==> src/rtl/lm80c_pkg.sv <==
// Shared LM80C definitions: file-transfer FSM states and memory-map
// constants used by the PRG downloader and uploader.
package lm80c_pkg;

    typedef enum logic [2:0] {
        ST_IDLE,
        ST_PTR_LO,
        ST_PTR_HI,
        ST_CALC,
        ST_REQ,
        ST_WAIT_UP,
        ST_SERVE,
        ST_DONE
    } upl_state_t;

    localparam logic [7:0]  PRG_INDEX      = 8'd2;
    localparam logic [15:0] PRG_START_ADDR = 16'h5608;
    localparam logic [15:0] PTR_PROGND     = 16'h55e4;

    // Program length from the BASIC end pointer; an end at or below
    // the program start means an empty program.
    function automatic logic [15:0] calc_len(input logic [15:0] end_ptr);
        if (end_ptr > PRG_START_ADDR)
            return end_ptr - PRG_START_ADDR;
        else
            return 16'h0000;
    endfunction

endpackage

==> src/rtl/prg_uploader.sv <==
// Saves the resident BASIC program to the HPS: reads the end pointer,
// requests an upload, then serves bytes from RAM with a 2-cycle latency.
module prg_uploader
    import lm80c_pkg::*;
(
    input  logic        clk_sys,
    input  logic        reset,
    input  logic        trigger,
    input  logic        ioctl_upload,
    input  logic [7:0]  ioctl_index,
    input  logic [24:0] ioctl_addr,
    input  logic        ioctl_rd,
    output logic [7:0]  ioctl_din,
    output logic        ioctl_upload_req,
    output logic        busy,
    output logic        done,
    output logic [15:0] prg_len,
    output logic        mem_rd,
    output logic [15:0] mem_addr,
    input  logic [7:0]  mem_din
);

    upl_state_t state;
    upl_state_t state_nx;

    logic [7:0] ptr_lo;
    logic       upload_q;
    logic       pend;
    logic       pend_zero;
    logic       rd_hit;
    logic       rd_in_range;

    assign rd_hit      = (state == ST_SERVE) && ioctl_rd;
    assign rd_in_range = ioctl_addr < {9'd0, prg_len};
    assign busy        = (state != ST_IDLE);

    always_ff @(posedge clk_sys or posedge reset) begin
        if (reset)
            state <= ST_IDLE;
        else
            state <= state_nx;
    end

    always_ff @(posedge clk_sys or posedge reset) begin
        if (reset) begin
            ptr_lo    <= 8'h00;
            prg_len   <= 16'h0000;
            upload_q  <= 1'b0;
            pend      <= 1'b0;
            pend_zero <= 1'b0;
            ioctl_din <= 8'h00;
        end else begin
            upload_q <= ioctl_upload;
            if (state == ST_PTR_HI)
                ptr_lo <= mem_din;
            if (state == ST_CALC)
                prg_len <= calc_len({mem_din, ptr_lo});
            // A newer strobe supersedes a fetch still in flight.
            if (pend && !rd_hit)
                ioctl_din <= pend_zero ? 8'h00 : mem_din;
            pend <= rd_hit;
            if (rd_hit)
                pend_zero <= !rd_in_range;
        end
    end

    always_comb begin
        state_nx         = state;
        mem_rd           = 1'b0;
        mem_addr         = 16'h0000;
        ioctl_upload_req = 1'b0;
        done             = 1'b0;
        unique case (state)
            ST_IDLE: begin
                if (trigger)
                    state_nx = ST_PTR_LO;
            end
            ST_PTR_LO: begin
                mem_rd   = 1'b1;
                mem_addr = PTR_PROGND;
                state_nx = ST_PTR_HI;
            end
            ST_PTR_HI: begin
                mem_rd   = 1'b1;
                mem_addr = PTR_PROGND + 16'd1;
                state_nx = ST_CALC;
            end
            ST_CALC: begin
                state_nx = ST_REQ;
            end
            ST_REQ: begin
                ioctl_upload_req = 1'b1;
                state_nx         = ST_WAIT_UP;
            end
            ST_WAIT_UP: begin
                if (ioctl_upload && ioctl_index == PRG_INDEX)
                    state_nx = ST_SERVE;
            end
            ST_SERVE: begin
                if (rd_hit && rd_in_range) begin
                    mem_rd   = 1'b1;
                    mem_addr = PRG_START_ADDR + ioctl_addr[15:0];
                end
                if (upload_q && !ioctl_upload)
                    state_nx = ST_DONE;
            end
            ST_DONE: begin
                done     = 1'b1;
                state_nx = ST_IDLE;
            end
            default: state_nx = ST_IDLE;
        endcase
    end

endmodule
==> config.mk <==
export PLATFORM = sky130hd
export DESIGN_NAME = prg_uploader
export DESIGN_NICKNAME = d
export VERILOG_FILES = /design/src/rtl/lm80c_pkg.sv /design/src/rtl/prg_uploader.sv
export SDC_FILE = /design/constraint.sdc
export NUM_CORES = 1
export LEC_CHECK = 0
export CORE_MARGIN = 8
export CORE_UTILIZATION = 47
export CTS_BUF_LIST = sky130_fd_sc_hd__clkbuf_4 sky130_fd_sc_hd__clkbuf_8
export CTS_CLUSTER_SIZE = 30
export DETAILED_ROUTE_END_ITERATION = 8
export MAX_ROUTING_LAYER = met4
export PLACE_DENSITY = 0.82
export SYNTH_ARGS = -nofsm -noshare
export SYNTH_HDL_FRONTEND = slang
export SYNTH_SLANG_ARGS = --single-unit
==> constraint.sdc <==
create_clock -name clk_sys -period 2.95 [get_ports clk_sys]
set_input_delay 0.4425 -clock clk_sys [delete_from_list [all_inputs] [get_ports clk_sys]]
set_output_delay 0.4425 -clock clk_sys [all_outputs]
set_load 0.02 [all_outputs]
==> flow_summary.json <==
{
  "status": "finished, final reports clean",
  "syn-cell-area_um2": 2650,
  "cts_buffer_depth": 2,
  "crit_family": "compound AO/OA/AOI/OAI gates",
  "p_per_area_nw_per_um2": 885,
  "synth_top_area_cell": "dfrtp_1",
  "cts_made_buffers": 5,
  "p_leak_nw": 1.83,
  "clk_latency_ps": 280,
  "row_count": 27,
  "crit_path_frequent_cell": "buf_6",
  "path_buf_inv": 4,
  "ys.warnings.count": 0,
  "cp-end-kind": "output port",
  "via_per_inst": 5.45,
  "cts_hold_buf": 0,
  "cts_tree": "built",
  "grt_pass1_wl_mm": 13.9,
  "critPathLaunch": "prg_len[12]",
  "antenna_found_initial": 0,
  "diodes": 0,
  "holdCritStartpoint": "ioctl_din[5]",
  "ant_nets": 0,
  "skew_ps": 5.70,
  "drtIter0Drc": 110,
  "avgSynthCellArea_um2": 8.65,
  "cp_max_fo": 6,
  "coreArea_um2": 5470,
  "syn_to_final_growth_pct": 54.5,
  "ys_ff_latch": 38,
  "setup_viol": 0,
  "vias": 2788,
  "synth_area_leaders": "dfrtp_1, ha_1, o21ai_0",
  "first_pass_iters": 4,
  "grt_pass1_vias": 2800,
  "finalPower_w": 0.00362,
  "max_freq_mhz": 344,
  "period_share_pct": 98.6,
  "ys_types": 46,
  "io_buffers": 89,
  "worst_pin_slew_ps": 571,
  "die_area_um2": 8290,
  "slowest_stage": "dfrtp_1",
  "ys.flop_type": "dfrtp_1",
  "die_x_um": 91.1,
  "max_cap_violations": 0,
  "clockRootBuffer": "clkbuf_8",
  "tns_ps": 0,
  "async_flop_share_pct": 100,
  "num_io_pins": 90,
  "post-route-min-period_ps": 2910,
  "synth_seq_area_share_pct": 35.9,
  "rr_startpoint": "prg_len[12]",
  "drv_slew": 0,
  "final_layout_size_suffix_gt1_share_pct": 21.4,
  "hold_violations": 0,
  "grt_overflow": 0,
  "crit_type": "reg2out",
  "path_cells": "inv_2 -> ha_4 -> and3_4 -> a221o_1 -> a221oi_4 -> buf_6 -> o221ai_4 -> buf_6 -> nor2_2 -> buf_4",
  "maxSlewHeadroom_pct": 61.9,
  "max_stage_delay_ps": 390,
  "wl_mm": 8.45,
  "drcViolationCount": 0,
  "worstPathRequired_ps": 2510,
  "synth_cells": 306,
  "place_hpwl_mm": 6.53,
  "synth-edff-count": 0,
  "grt_max_degree": 39,
  "place.gp.congestion": 0.963,
  "initial_core_util_pct": 48.4,
  "fill_cells": 411,
  "die_y_um": 91.1,
  "nets": 507,
  "clk_pin_slew_worst_paths_ps": 70,
  "yosysTopAreaCellShare_pct": 35.9,
  "clock_sinks": 38,
  "ir_drop_mv": 0.573,
  "synth_fp_nets": 374,
  "gr-usage-all-layers_pct": 20.4,
  "hold_class": "reg2reg",
  "start_kind": "flop",
  "avgRoutedWirePerCell_um": 16.5,
  "arrival_ps": 2470,
  "h-tree-depth": 2,
  "rsz0062_at_grt": "yes"
}
## power breakdown
part           switching, W  internal (W)  total, W
combinational       0.00123       0.00102   0.00225
sequential         0.000206      0.000765  0.000971
clock              0.000165      0.000236  0.000401
total               0.00160       0.00202   0.00362
## metal layers
layer	up-vias	track usage, %	share of wire [%]	wire length [um]
met3	10	2.63	5.6	475
met2	106	34.9	49	4150
met5	-	-	0	0
met4	0	5.46	1.1	91
met1	1322	24.7	44	3730
li1	1350	-	-	-
## placed cells by master (no fill, tap or decap), types with 8 or more instances in the layout
cell             Yosys  final
a211oi_1            12     10
a21oi_1             18     18
buf_2                1     10
buf_4                0     46
clkbuf_8             0      8
clkdlybuf4s50_1      0     68
dfrtp_1             38     38
ha_1                22     20
inv_1               30     28
nand2_1             33     33
nor2_1              26     22
o21ai_0             30     23
xor2_1               9      9
## stage by stage
stage	cells	cell area [um2]	setup slack (ps)	hold slack (ps)	utilization, %
after CTS	511	4030	0.349	492	73.6
final	512	4090	40.4	487	74.8
after detailed placement	500	3900	-797	474	71.2
after global placement	500	3900	-701	469	71.2
after floorplan	306	2650	53.9	474	-
after global routing	512	4090	-25.6	536	74.8
## tightest hold or removal path, delay by kind of cell (launching register included)
family	cells	cell delay, ps
flops	1	340
simple gates	1	40
compound gates	1	60
## layout make-up
cell class,count,area (um2),share of cell area (%)
Clock buffer,8,110,2.69
Inverter,30,113,2.75
Multi-Input combinational cell,231,1660,40.6
Sequential cell,38,951,23.2
Tap cell,72,90.1,2.20
Timing Repair Buffer,133,1170,28.5
## sequential cells by signal (all words and copies together), names as in the netlist
| name | cells |
|---|---|
| ioctl_din | 8 |
| pend | 1 |
| pend_zero | 1 |
| prg_len | 16 |
| ptr_lo | 8 |
| state | 3 |
| upload_q | 1 |
## Yosys cell counts (all sizes together), types with 4 or more instances
master / n
a211oi: 12
nand2b: 7
ha: 22
mux2: 6
nor4: 5
nor2: 26
a21oi: 18
dfrtp: 38
o21ai: 30
inv: 30
xnor2: 7
nand2: 33
nor3: 5
and3: 4
xor2: 9
clkbuf: 5
nand3: 6
## final timing paths
path / end / slack (ps) / depth (start not counted)
max in group asynchronous: ptr_lo[3] / 2040 / 3
hold / removal: ioctl_din[5] / 490 / 2
setup / recovery: mem_addr[11] / 40 / 10
min in group asynchronous: upload_q / 570 / 3
hold reg to reg: ioctl_din[5] / 490 / 2
setup reg to reg: pend_zero / 900 / 9
## cell families (layout without fill, tap and decap cells)
group,after synthesis,after routing,synth area share (%)
AO/OA/AOI/OAI,80,81,19.8
flip-flops,38,38,35.9
XOR/XNOR,16,16,5.29
buffers and inverters,38,171,5.72
multiplexers,7,7,2.93
adder cells (fa/ha/maj),22,22,10.4
AND/OR/NAND/NOR,105,105,19.9
## repair_timing
action	in CTS	in global routing
endpoints found under the setup margin	17	17
gates resized for setup	99	18
pin swaps	5	5
setup buffers	2	1
gates cloned	1	0
Power figures use the tool's default switching activity.
